File: src/rtl/ctrl_pkg.sv
// Shared opcodes, step encoding and instruction-field positions for the bus processor control unit.
// Optional mvnz support is enabled by defining CTRL_MVNZ_EN.
package ctrl_pkg;

    localparam int unsigned IR_W   = 9;
    localparam int unsigned STEP_W = 2;

    localparam int unsigned OP_HI = 8;
    localparam int unsigned OP_LO = 6;
    localparam int unsigned RX_HI = 5;
    localparam int unsigned RX_LO = 3;
    localparam int unsigned RY_HI = 2;
    localparam int unsigned RY_LO = 0;

    localparam logic [2:0] OP_MV   = 3'b000;
    localparam logic [2:0] OP_MVI  = 3'b001;
    localparam logic [2:0] OP_ADD  = 3'b010;
    localparam logic [2:0] OP_SUB  = 3'b011;
    localparam logic [2:0] OP_MVNZ = 3'b100;

    typedef enum logic [STEP_W-1:0] {
        T0 = 2'd0,
        T1 = 2'd1,
        T2 = 2'd2,
        T3 = 2'd3
    } step_t;

    function automatic logic is_alu_op(input logic [2:0] op);
        return (op == OP_ADD) || (op == OP_SUB);
    endfunction

endpackage

File: src/rtl/contador_passos.sv
// Two-bit instruction time-step counter: advances on en_i, synchronous clear on clr_i (Done).
module contador_passos
    import ctrl_pkg::*;
(
    input  logic  Clock,
    input  logic  Reset,
    input  logic  en_i,
    input  logic  clr_i,
    output step_t step_o
);

    step_t step_q;
    step_t step_d;

    always_comb begin
        step_d = step_q;
        if (clr_i) begin
            step_d = T0;
        end else if (en_i) begin
            step_d = step_t'(2'(step_q + 2'd1));
        end
    end

    always_ff @(posedge Clock or posedge Reset) begin
        if (Reset) begin
            step_q <= T0;
        end else begin
            step_q <= step_d;
        end
    end

    assign step_o = step_q;

endmodule

File: src/rtl/unidade_controle.sv
// Control FSM for the 16-bit bus processor: fetches a 9-bit instruction and sequences bus selects and
// register-load enables over T0..T3. Define CTRL_MVNZ_EN to enable the conditional move (opcode 100).
module unidade_controle
    import ctrl_pkg::*;
#(
    parameter int unsigned DATA_W = 16,
    parameter int unsigned NREGS  = 8
) (
    input  logic              Clock,
    input  logic              Reset,
    input  logic              Run,
    input  logic [DATA_W-1:0] DIN,
    input  logic              Gnz,
    output logic [7:0]        selectR,
    output logic              selectG,
    output logic              selectDin,
    output logic [NREGS-1:0]  Rin,
    output logic              Ain,
    output logic              Gin,
    output logic              AddSub,
    output logic              IRin,
    output logic              Done,
    output logic [IR_W-1:0]   IR
);

    step_t           step;
    logic [IR_W-1:0] ir_q;
    logic [IR_W-1:0] ir_d;
    logic [2:0]      opcode;
    logic [2:0]      rx;
    logic [2:0]      ry;
    logic [2:0]      sel_idx;
    logic            rin_en;

    assign opcode = ir_q[OP_HI:OP_LO];
    assign rx     = ir_q[RX_HI:RX_LO];
    assign ry     = ir_q[RY_HI:RY_LO];

    contador_passos u_passos (
        .Clock  (Clock),
        .Reset  (Reset),
        .en_i   ((step != T0) || Run),
        .clr_i  (Done),
        .step_o (step)
    );

    // Instruction register loads only on the fetch step.
    always_comb begin
        ir_d = ir_q;
        if (IRin) begin
            ir_d = DIN[IR_W-1:0];
        end
    end

    always_ff @(posedge Clock or posedge Reset) begin
        if (Reset) begin
            ir_q <= '0;
        end else begin
            ir_q <= ir_d;
        end
    end

    // Per-step decode; anything not explicitly sourced stays at zero.
    always_comb begin
        sel_idx   = 3'd0;
        selectG   = 1'b0;
        selectDin = 1'b0;
        rin_en    = 1'b0;
        Ain       = 1'b0;
        Gin       = 1'b0;
        AddSub    = 1'b0;
        IRin      = 1'b0;
        Done      = 1'b0;
        unique case (step)
            T0: IRin = Run;
            T1: begin
                if (is_alu_op(opcode)) begin
                    sel_idx = rx;
                    Ain     = 1'b1;
                end else begin
                    Done = 1'b1;
                    if (opcode == OP_MV) begin
                        sel_idx = ry;
                        rin_en  = 1'b1;
                    end else if (opcode == OP_MVI) begin
                        selectDin = 1'b1;
                        rin_en    = 1'b1;
                    end
`ifdef CTRL_MVNZ_EN
                    else if ((opcode == OP_MVNZ) && Gnz) begin
                        sel_idx = ry;
                        rin_en  = 1'b1;
                    end
`endif
                end
            end
            T2: begin
                if (is_alu_op(opcode)) begin
                    sel_idx = ry;
                    Gin     = 1'b1;
                    AddSub  = (opcode == OP_SUB);
                end
            end
            T3: begin
                Done = 1'b1;
                if (is_alu_op(opcode)) begin
                    selectG = 1'b1;
                    rin_en  = 1'b1;
                end
            end
            default: ;
        endcase
    end

    assign selectR = 8'(sel_idx);
    assign Rin     = rin_en ? (NREGS'(1) << rx) : '0;
    assign IR      = ir_q;

`ifdef CTRL_MVNZ_EN
    logic unused_din_c;
    assign unused_din_c = ^DIN[DATA_W-1:IR_W];
`else
    logic unused_din_c;
    assign unused_din_c = ^{DIN[DATA_W-1:IR_W], Gnz};
`endif

endmodule
File: config.mk
export PLATFORM = sky130hd
export DESIGN_NAME = unidade_controle
export DESIGN_NICKNAME = d
export VERILOG_FILES = /design/src/rtl/ctrl_pkg.sv /design/src/rtl/contador_passos.sv /design/src/rtl/unidade_controle.sv
export SDC_FILE = /design/constraint.sdc
export NUM_CORES = 1
export LEC_CHECK = 0
export CAP_MARGIN = 20
export CORE_AREA = 2 2 50 52
export CTS_CLUSTER_DIAMETER = 60
export DETAILED_ROUTE_END_ITERATION = 10
export DIE_AREA = 0 0 52 54
export PLACE_DENSITY = 0.82
export SLEW_MARGIN = 20
export SYNTH_ARGS = -nofsm -noshare
export SYNTH_HDL_FRONTEND = slang
export SYNTH_SLANG_ARGS = --single-unit
export TNS_END_PERCENT = 20
File: constraint.sdc
create_clock -name Clock -period 2.15 [get_ports Clock]
set_clock_uncertainty 0.1 [all_clocks]
set_input_delay 0.215 -clock Clock [delete_from_list [all_inputs] [get_ports Clock]]
set_output_delay 0.215 -clock Clock [all_outputs]
set_load 0.05 [all_outputs]
==> results of run 1 <==
## state kept, by name, indices dropped and copies added, names as in the netlist
| signal | cells |
|---|---|
| u_passos.step_o | 2 |
| IR | 9 |
## worst min path at each step
stage                  to  slack, ps  cells past startpoint
global route        IR[8]        170                      2
finish              IR[8]        140                      2
floorplan           IR[0]        -30                      1
CTS                 IR[7]        150                      2
global placement    IR[7]        420                      2
detailed placement  IR[8]        430                      2
## metrics by stage
stage	total power, uW	hold WS (ps)	instance area [um2]
3_5_place_dp	1930	434	1260
5_1_grt	2410	171	1420
3_3_place_gp	1900	421	1260
6_report	2300	142	1420
2_1_floorplan	1410	-32.6	767
4_1_cts	2250	149	1400
## layer usage
layer  track usage  up-vias  part of all wire
met5             0        -                 0
li1              -      319                 -
met1         0.154      335              0.34
met3        0.0167        0             0.042
met2         0.327       21              0.62
met4        0.0263        0                 0
## worst max-delay path, stage by stage, from the launching register on
cell and delay [ps]:
sky130_fd_sc_hd__dfrtp_1 400, sky130_fd_sc_hd__inv_2 120, sky130_fd_sc_hd__ha_4 150, sky130_fd_sc_hd__or3b_4 380
sky130_fd_sc_hd__a21oi_4 150, sky130_fd_sc_hd__a22o_1 210, sky130_fd_sc_hd__buf_12 150
## logic make-up after synthesis
kind of cell,count (synthesis)
muxes,11
buffers and inverters,12
adders and majority gates,4
xor gates and xnor gates,1
AOI/OAI and AO/OA,5
other,1
and+or+nand+nor,25
DFF,11
## repair_timing
item | 4_1_cts | 5_1_grt
endpoints found under the setup margin | 6 | 11
resized for setup | 14 | 6
pin swaps | 5 | 3
setup buffers | 6 | 0
## layout make-up
cell class	instances	area, um2	area share
multi-input combinational	51	498	0.351
sequential	11	277	0.195
timing repair buffer	44	559	0.395
clock inverter	1	5.00	0.00353
inverter	5	18.8	0.0132
tap	30	37.5	0.0265
clock buffer	3	22.5	0.0159
## power breakdown
part | switching (uW) | total [uW] | internal [uW]
Clock | 65.8 | 134 | 68.7
Combinational | 916 | 1660 | 739
Sequential | 197 | 512 | 315
Total | 1180 | 2300 | 1120
## cell usage after synthesis
master	number	area, um2
sky130_fd_sc_hd__dfrtp_1	11	275
sky130_fd_sc_hd__mux2_2	9	101
sky130_fd_sc_hd__buf_4	7	52.6
sky130_fd_sc_hd__inv_1	5	18.8
sky130_fd_sc_hd__ha_1	4	50.1
sky130_fd_sc_hd__a22o_1	3	26.3
sky130_fd_sc_hd__nand2_1	3	11.3
sky130_fd_sc_hd__nor2_1	3	11.3
sky130_fd_sc_hd__and2_1	2	12.5
sky130_fd_sc_hd__and3_1	2	12.5
sky130_fd_sc_hd__and3b_1	2	17.5
sky130_fd_sc_hd__nor3b_1	2	15.0
sky130_fd_sc_hd__nor3b_2	2	25.0
sky130_fd_sc_hd__a21oi_2	1	8.76
sky130_fd_sc_hd__and2_2	1	7.51
sky130_fd_sc_hd__and3_2	1	7.51
sky130_fd_sc_hd__conb_1	1	3.75
sky130_fd_sc_hd__mux2_1	1	11.3
sky130_fd_sc_hd__mux2i_1	1	10.0
sky130_fd_sc_hd__nand2b_1	1	6.26
sky130_fd_sc_hd__nand3b_1	1	7.51
sky130_fd_sc_hd__nor2b_1	1	6.26
sky130_fd_sc_hd__nor3_1	1	5.00
sky130_fd_sc_hd__nor4b_1	1	8.76
sky130_fd_sc_hd__o21bai_1	1	7.51
sky130_fd_sc_hd__or2b_2	1	8.76
sky130_fd_sc_hd__or3b_1	1	8.76
sky130_fd_sc_hd__xnor2_1	1	8.76
## layout by cell type, fill, tap and decap left out, types with 2 or more instances in the layout
master / Yosys / layout
sky130_fd_sc_hd__clkdlybuf4s50_1: 0 / 20
sky130_fd_sc_hd__buf_12: 0 / 14
sky130_fd_sc_hd__dfrtp_1: 11 / 10
sky130_fd_sc_hd__mux2_2: 9 / 9
sky130_fd_sc_hd__buf_4: 7 / 9
sky130_fd_sc_hd__conb_1: 1 / 5
sky130_fd_sc_hd__inv_1: 5 / 3
sky130_fd_sc_hd__nor2_1: 3 / 3
sky130_fd_sc_hd__nand2_1: 3 / 3
sky130_fd_sc_hd__a22o_1: 3 / 3
sky130_fd_sc_hd__clkbuf_4: 0 / 3
sky130_fd_sc_hd__inv_2: 0 / 2
sky130_fd_sc_hd__and2_1: 2 / 2
sky130_fd_sc_hd__nor3b_2: 2 / 2
sky130_fd_sc_hd__nor3b_4: 0 / 2
sky130_fd_sc_hd__ha_4: 0 / 2
==> summary.txt, run 1 <==
Logic synthesis
  – Sequential fraction of the synthesis area: 0.369
  – Share of cell area taken by muxes after synthesis: 0.164
  – Share of the synthesized area in compound gates (AO/OA/AOI/OAI): 0.0570
  – Post-Synthesis Cell Area: 746 um2
  – Synthesized-area fraction occupied by xor and xnor cells: 0.0117
  – Post-synthesis cell count: 70
  – Synth Area in Simple Gates: 0.230
  – Number of flip-flops and latches in the synthesized netlist: 11
  – Dominant combinational cell family by area after synthesis: simple AND/OR/NAND/NOR gates
  – Distinct cell type count after synthesis: 28
  – Avg Cell Area, Syn: ~11 um2
  – Share of synthesized cell area in full adder, half adder and majority cells: 0.0671
  – Number of synthesis warnings: 0

Global routing
  – Antenna violations before repair: 0
  – GRT Overall Usage: 0.152
  – Global-route wire length before repair: 3.08 mm
  – Total grt overflow: 0
  – Pin count of the biggest net entering global routing: 12
  – Number of global-route vias before repair: a little under 700

Timing
  – Maximum operating frequency: about 0.47 GHz
  – Slew margin rel.: 0.657
  – Setup repair after global routing missed its margin: yes
  – Share of the cycle needed by the critical path after routing: 0.996
  – Final min period: ~2100 ps
  – Final hold violation count: 0
  – Number of setup violations in the final report: 0
  – Post-layout worst setup margin: around 8 ps
  – Total negative slack: 0 ps
  – Slew at the pin with the worst max-slew slack: between 500 and 600 ps
  – Max Slew Vio Count: 0

Finish
  – Number of inserted diodes: 0
  – Nets: 140
  – Share of post-route cells with drive strength above 1: 0.496
  – Number of fill cells: approximately 200
  – Layout-stage area growth over the synthesis result: 90.1%
  – Number of non-filler instances in the completed layout: 145
  – Final core utilization: 0.611

Floorplanning
  – Height of the die: 54 um
  – Core region area: 0.00232 mm2
  – Die Footprint: 0.00281 mm2
  – Initial standard-cell utilization of the core: 0.321
  – Die Span X: around 52 um
  – Io pins: 52
  – Floorplan row count: 18

Clock network
  – Clock tree from TritonCTS: done
  – Cts hold-fix bufs: 0
  – CTS H-Tree Depth: 1
  – Clock-pin transition on the worst setup and hold timing paths: approximately 70 ps
  – Clock buffer depth: 2
  – Clock latency on the worst-skew pair: 260 ps
  – Number of CTS-inserted buffers: 3
  – Sink Count: 11
  – Clock root buffer master: sky130_fd_sc_hd__clkbuf_4

Routing
  – First drt pass iteration count: 4
  – Total number of vias: 675
  – DRC: 0
  – Wire length after detailed routing: between 2 and 2.5 mm
  – Average wire length per cell after detail routing: between 10 and 15 um
  – Via density per instance: ~4.7
  – Final antenna-violating net count: 0
  – Iter 0 DRT Violations: 7

Setup path
  – Required time of the critical path: between 1500 and 2000 ps
  – Crit path capture type: output pin
  – Maximum fanout along the worst path: 3
  – Startpoint of the most critical setup path: u_passos.step_o[1]
  – Worst r2r path cells: 4
  – End of the worst register-to-register path: IR[4]
  – CP arrival: about 1800 ps
  – Reg-to-Reg Start: u_passos.step_o[0]
  – Startpoint-to-endpoint class of the critical path: reg -> out
  – Setup crit end: selectR[2]
  – Slack of the worst reg-to-reg path: around 590 ps
  – Type of origin of the critical path: register

Placement
  – Number of buffers inserted by port buffering: 38
  – Worst setup slack before clock tree synthesis: 184 ps
  – Final RePlAce weighted congestion: approximately 0.67
  – Placed Instances: ~140
  – HPWL after DPL: 1.48 mm

Hold path
  – Hold Crit Class: in -> async

Power and ir drop
  – Power density over cell area: around 1600 mW/mm2
  – Leakage power figure: 0.000616 uW
  – Worst voltage drop across the vdd grid: about 1000 uV

Job
  – Maximum Capacitance Violations: 0

Status
  – Result of the run: finished, final reports clean
Note: power is estimated with default switching activity, not from simulation.
==> inputs of run 2 (changes only) <==
PLACE_DENSITY = 0.86   (was 0.82)
==> run 2 against run 1 <==
Net effect:
- the flow now finishes with violations (setup timing)
- core utilization is 0.054 points higher
- sequential share of layout area hardly changed
- via count is 0.59% higher
- cell area hardly changed
- worst hold slack worse by 1.0 ps
- first-iteration DRC count is 71% lower
- combinational power hardly changed
- worst setup slack worse by 41 ps
- register-to-register slack hardly changed
- largest cell class unchanged
- largest power group unchanged
==> summary.txt, run 2 (synthesis results as in run 1) <==
Finish
  – Share of post-route cells with drive strength above 1: 0.478 (-0.0178)
  – Number of non-filler instances in the completed layout: 143 (-1.4%)
  – Number of inserted diodes: 0 (unchanged)
  – Most frequent standard cell in the layout excluding fill and tap cells: sky130_fd_sc_hd__clkdlybuf4s50_1
  – Most used cells in the layout excluding fill and tap cells: sky130_fd_sc_hd__clkdlybuf4s50_1, sky130_fd_sc_hd__buf_12, sky130_fd_sc_hd__dfrtp_1, sky130_fd_sc_hd__mux2_2, sky130_fd_sc_hd__buf_4
  – Layout-stage area growth over the synthesis result: 90.3% (about the same)
  – Number of flip-flops in the largest register: 9 (unchanged)
  – Nets: 138 (-1.4%)
  – Final core utilization: 0.612 (about the same)

Power and ir drop
  – Net Sw Power: 1180 uW (+0.44%)
  – Sequential cell fraction of total power: 0.225 (+0.003)
  – Overall power: 2290 uW (-0.27%)
  – Combinational Power Share: 0.713 (-0.006)
  – Worst voltage drop across the vdd grid: 861 uV (-17%)
  – Sw Share: 0.516 (+0.00362)
  – Power density over cell area: 1620 mW/mm2 (-0.36%)
  – Leakage power figure: 0.000608 uW (-1.4%)
  – Clock network fraction of design power: 0.061 (+0.003)
  – Internal: 1110 uW (-1.0%)

Floorplanning
  – Initial standard-cell utilization of the core: 0.321 (unchanged)
  – Die Span X: 52 um (unchanged)
  – Height of the die: 54 um (unchanged)
  – Floorplan row count: 18 (unchanged)
  – Io pins: 52 (unchanged)
  – Core region area: 0.00232 mm2 (unchanged)
  – Die Footprint: 0.00281 mm2 (unchanged)

Clock network
  – Cts hold-fix bufs: 0 (unchanged)
  – Clock-pin transition on the worst setup and hold timing paths: 70 ps (about the same)
  – Clock root buffer master: sky130_fd_sc_hd__clkbuf_4
  – Sink Count: 11 (unchanged)
  – Clock latency on the worst-skew pair: 270 ps (about the same)
  – Number of CTS-inserted buffers: 3 (unchanged)
  – Clock tree from TritonCTS: done
  – CTS H-Tree Depth: 1 (unchanged)
  – Clock buffer depth: 2 (unchanged)

Global routing
  – Met1 Track Usage GR: 0.156 (+0.00197)
  – Number of global-route vias before repair: 699 (+2.9%)
  – Met3 routing resource usage after global routing: 0.0167 (unchanged)
  – Global-route wire length before repair: 3.15 mm (+2.2%)
  – Antenna violations before repair: 0 (unchanged)
  – Total grt overflow: 0 (unchanged)
  – GRT Overall Usage: 0.158 (+0.00658)
  – Pin count of the biggest net entering global routing: 12 (unchanged)
  – Most crowded layer after global routing: met2
  – Met2 usage in global routing: 0.293 (-0.0338)

Timing
  – Maximum operating frequency: 0.458 GHz (-1.9%)
  – Final hold violation count: 0 (unchanged)
  – Final min period: 2180 ps (+40.7 ps)
  – Slew margin rel.: 0.662 (+0.00580)
  – Hold slack final: 141 ps (-1.05 ps)
  – Post-layout worst setup margin: -32.9 ps (-40.7 ps)
  – Setup repair after global routing missed its margin: yes
  – Share of the cycle needed by the critical path after routing: 1.02 (+0.0189)
  – Slew at the pin with the worst max-slew slack: 505 ps (-8.68 ps)
  – Number of setup violations in the final report: 4 (+4)
  – Max Slew Vio Count: 0 (unchanged)

Routing
  – Via density per instance: 4.75 (+2.0%)
  – Total number of vias: 679 (+0.59%)
  – Average wire length per cell after detail routing: 14.3 um (+3.4%)
  – Final antenna-violating net count: 0 (unchanged)
  – Iter 0 DRT Violations: 2 (-5)
  – DRC: 0 (unchanged)
  – Wire length after detailed routing: 2.05 mm (+1.9%)
  – First drt pass iteration count: 4 (unchanged)

Status
  – Result of the run: complete, but fails checks
  – Violations in the final reports: setup timing

Placement
  – HPWL after DPL: 1.53 mm (+3.6%)
  – Number of buffers inserted by port buffering: 38 (unchanged)
  – Final RePlAce weighted congestion: 0.768 (+15%)
  – Worst setup slack before clock tree synthesis: 169 ps (-14.9 ps)
  – Placed Instances: 135 (unchanged)

Job
  – Maximum Capacitance Violations: 0 (unchanged)

Setup path
  – Crit path capture type: output pin
  – Maximum fanout along the worst path: 5 (+2)
  – Type of origin of the critical path: register
  – Required time of the critical path: 1840 ps (about the same)
  – CP arrival: 1870 ps (+40 ps)
  – Startpoint-to-endpoint class of the critical path: reg -> out

Hold path
  – Hold Crit Class: in -> async
## run 2: critical path, stage by stage (launching register included)
cell                      delay [ps]
sky130_fd_sc_hd__dfrtp_1         410
sky130_fd_sc_hd__inv_2           120
sky130_fd_sc_hd__ha_4            150
sky130_fd_sc_hd__or3b_4          390
sky130_fd_sc_hd__a21oi_4         170
sky130_fd_sc_hd__a22o_1          210
sky130_fd_sc_hd__buf_12          150
## run 2: metal layers
layer	up-vias	share of wire
li1	315	-
met1	327	0.36
met2	31	0.55
met3	6	0.054
met4	0	0.033
met5	-	0
## run 2: per-stage QoR
stage | area, um2 | TNS [ps]
finish | 1420 | -65.3
global route | 1420 | -370
CTS | 1360 | -212
detailed placement | 1260 | 0
global placement | 1260 | 0
floorplan | 767 | -1120
## run 2: path summary, 6_finish.rpt
kind	end	depth (start not counted)	from	slack, ps
max in group asynchronous	u_passos.step_o[0]	2	Reset	1500
setup reg to reg	IR[8]	4	u_passos.step_o[0]	580
min in group Clock	IR[1]	1	IR[1]	450
hold / removal	u_passos.step_o[1]	2	Reset	140
setup / recovery	selectR[2]	6	u_passos.step_o[1]	-30
hold reg to reg	IR[1]	1	IR[1]	450
## run 2: power groups by stage
stage / clock network, uW / registers (uW) / logic, uW
final: 141 / 517 / 1640
after global routing: 156 / 544 / 1710
after CTS: 145 / 478 / 1580
after detailed placement: 0 / 480 / 1460
after global placement: 0 / 469 / 1420
after floorplan: 0 / 720 / 687
## run 2: layout make-up
type | count | area (um2)
fillers | 184 | 901
repair buffers | 42 | 549
multi-input cells | 51 | 508
flip-flops and latches | 11 | 277
well taps | 30 | 37.5
clock buffers | 4 | 26.3
inverters | 5 | 21.3
## run 2: repair_timing
item / 4_1_cts / 5_1_grt
pin swaps: 3 / 4
buffers inserted: 4 / 0
setup endpoints to repair: 9 / 10
gates resized for setup: 10 / 12
==> inputs of run 3 (changes only) <==
CELL_PAD_IN_SITES_DETAIL_PLACEMENT = 0   (was not set)
CELL_PAD_IN_SITES_GLOBAL_PLACEMENT = 2   (was not set)
CORE_AREA = 2 2 66 68   (was 2 2 50 52)
DIE_AREA = 0 0 68 70   (was 0 0 52 54)
PLACE_DENSITY = 0.88   (was 0.86)
==> run 3 against run 2 <==
Net effect:
- the run now ends clean
- cell area fell by 0.71%
- sequential power fell by 4.4%
- critical path depth did not move
- via count fell by 5.0%
- core utilization fell by 27 points
- global-route usage fell by 7.0 points
- combinational power fell by 5%
- non-clock buffer count fell by 3
- clock power rose by 39%
- power fell by 2.5%
- worst hold slack improved by 41 ps
- critical endpoint is now selectR[1]
- highest routed layer unchanged
==> summary.txt, run 3 (synthesis results as in run 1) <==
Power and ir drop
  – Power density over cell area: 1590 mW/mm2 (-1.8%)
  – Sw Share: 0.505 (-0.0113)
  – Internal: 1110 uW (-0.23%)
  – Combinational Power Share: 0.692 (-0.021)
  – Worst voltage drop across the vdd grid: 721 uV (-16%)
  – Sequential cell fraction of total power: 0.221 (-0.004)
  – Clock network fraction of design power: 0.088 (+0.027)
  – Net Sw Power: 1130 uW (-4.7%)
  – Overall power: 2240 uW (-2.5%)
  – Leakage power figure: 0.000590 uW (-3.0%)

Global routing
  – Total grt overflow: 0 (unchanged)
  – Antenna violations before repair: 0 (unchanged)
  – Pin count of the biggest net entering global routing: 12 (unchanged)
  – Global-route wire length before repair: 3.25 mm (+3.0%)
  – Number of global-route vias before repair: 654 (-6.4%)
  – GRT Overall Usage: 0.0885 (-0.0697)

Setup path
  – Required time of the critical path: 1840 ps (about the same)
  – Startpoint-to-endpoint class of the critical path: reg -> out
  – Crit path capture type: output pin
  – CP arrival: 1780 ps (-90 ps)
  – Maximum fanout along the worst path: 5 (unchanged)
  – Type of origin of the critical path: register

Routing
  – Wire length after detailed routing: 1.97 mm (-3.9%)
  – Iter 0 DRT Violations: 21 (+19)
  – DRC: 0 (unchanged)
  – Average wire length per cell after detail routing: 12.1 um (-15%)
  – Total number of vias: 645 (-5.0%)
  – Final antenna-violating net count: 0 (unchanged)
  – First drt pass iteration count: 4 (unchanged)
  – Via density per instance: 3.98 (-16%)

Hold path
  – Hold Crit Class: in -> async

Clock network
  – CTS H-Tree Depth: 1 (unchanged)
  – Cts hold-fix bufs: 0 (unchanged)
  – Number of CTS-inserted buffers: 3 (unchanged)
  – Clock tree from TritonCTS: done
  – Clock buffer depth: 2 (unchanged)
  – Clock-pin transition on the worst setup and hold timing paths: 50 ps (-20 ps)
  – Sink Count: 11 (unchanged)
  – Clock latency on the worst-skew pair: 230 ps (-40 ps)
  – Clock root buffer master: sky130_fd_sc_hd__clkbuf_8

Finish
  – Most frequent standard cell in the layout excluding fill and tap cells: sky130_fd_sc_hd__clkdlybuf4s50_1
  – Post-route standard cell area excluding fillers: 0.00141 mm2 (-0.71%)
  – Number of fill cells: 426 (+130%)
  – Share of post-route cells with drive strength above 1: 0.427 (-0.0506)
  – Nets: 135 (-2.2%)
  – Number of flip-flops in the largest register: 9 (unchanged)
  – Layout-stage area growth over the synthesis result: 88.9%
  – Number of inserted diodes: 0 (unchanged)
  – Final core utilization: 0.340 (-0.272)
  – Most used cells in the layout excluding fill and tap cells: sky130_fd_sc_hd__clkdlybuf4s50_1, sky130_fd_sc_hd__buf_12, sky130_fd_sc_hd__dfrtp_1, sky130_fd_sc_hd__mux2_2, sky130_fd_sc_hd__conb_1

Timing
  – Maximum operating frequency: 0.476 GHz (+4.0%)
  – Number of setup violations in the final report: 0 (-4)
  – Setup repair after global routing missed its margin: yes
  – Slew at the pin with the worst max-slew slack: 507 ps (+2.73 ps)
  – Post-layout worst setup margin: 50.6 ps (+83.5 ps)
  – Final min period: 2100 ps (-83.5 ps)
  – Max Slew Vio Count: 0 (unchanged)
  – Final hold violation count: 0 (unchanged)
  – Share of the cycle needed by the critical path after routing: 0.976 (-0.0388)
  – Slew margin rel.: 0.661 (-0.00183)

Placement
  – Final RePlAce weighted congestion: 0.756 (-1.4%)
  – HPWL after DPL: 1.61 mm (+5.5%)
  – Placed Area: 0.00130 mm2 (+3.2%)
  – Number of buffers inserted by port buffering: 38 (unchanged)
  – Worst setup slack before clock tree synthesis: 206 ps (+37.5 ps)

Floorplanning
  – Io pins: 52 (unchanged)
  – Height of the die: 70 um (+30%)
  – Core region area: 0.00414 mm2 (+79%)
  – Die Span X: 68 um (+31%)
  – Floorplan row count: 24 (+6)
  – Initial standard-cell utilization of the core: 0.180 (-0.142)
  – Die Footprint: 0.00476 mm2 (+70%)

Status
  – Result of the run: finished, final reports clean

Job
  – Maximum Capacitance Violations: 0 (unchanged)
run 3: routing by layer:
layer,GRT usage,part of all wire
met5,0,0
met4,0.0267,0.0066
met3,0.0193,0.065
met2,0.148,0.52
met1,0.111,0.40
run 3: power groups by stage:
stage / clock network [uW] / registers, uW / logic, uW
final: 196 / 494 / 1550
after global routing: 214 / 526 / 1640
after CTS: 202 / 490 / 1500
after detailed placement: 0 / 484 / 1470
after global placement: 0 / 479 / 1450
after floorplan: 0 / 720 / 687
run 3: final cells by class:
class                      instances  area, um2  share of cell area
tap                               52       65.1              0.0462
multi-input combinational         51        473               0.336
sequential                        11        277               0.196
clock buffer                       4       45.0              0.0320
timing repair buffer              39        531               0.377
inverter                           5       18.8              0.0133
run 3: final timing paths:
kind                                    start                 end  slack (ps)  depth (start not counted)
setup / recovery           u_passos.step_o[1]          selectR[1]          50                          6
hold / removal                          Reset               IR[6]         180                          2
setup reg to reg           u_passos.step_o[0]               IR[3]         570                          4
hold reg to reg                         IR[0]               IR[0]         450                          1
max in group asynchronous               Reset  u_passos.step_o[0]        1460                          2
min in group Clock                      IR[0]               IR[0]         450                          1
run 3: worst max-delay path: stages (launching register included):
cell                      delay (ps)
sky130_fd_sc_hd__dfrtp_1         410
sky130_fd_sc_hd__inv_2           110
sky130_fd_sc_hd__ha_4            150
sky130_fd_sc_hd__or3b_4          390
sky130_fd_sc_hd__a21oi_4         160
sky130_fd_sc_hd__a22o_1          190
sky130_fd_sc_hd__buf_12          140
run 3: repair_timing:
item / 4_1_cts / 5_1_grt
buffers inserted: 0 / 1
resized for setup: 4 / 8
endpoints found under the setup margin: 5 / 8
pin swaps: 2 / 2
run 3: stage by stage:
| stage | std cells | TNS [ps] | hold slack (ps) |
|---|---|---|---|
| after floorplan | 74 | -1120 | -32.6 |
| after global placement | 157 | 0 | 442 |
| after CTS | 161 | 0 | 202 |
| after global routing | 162 | -122 | 219 |
| final | 162 | 0 | 182 |
| after detailed placement | 157 | 0 | 444 |
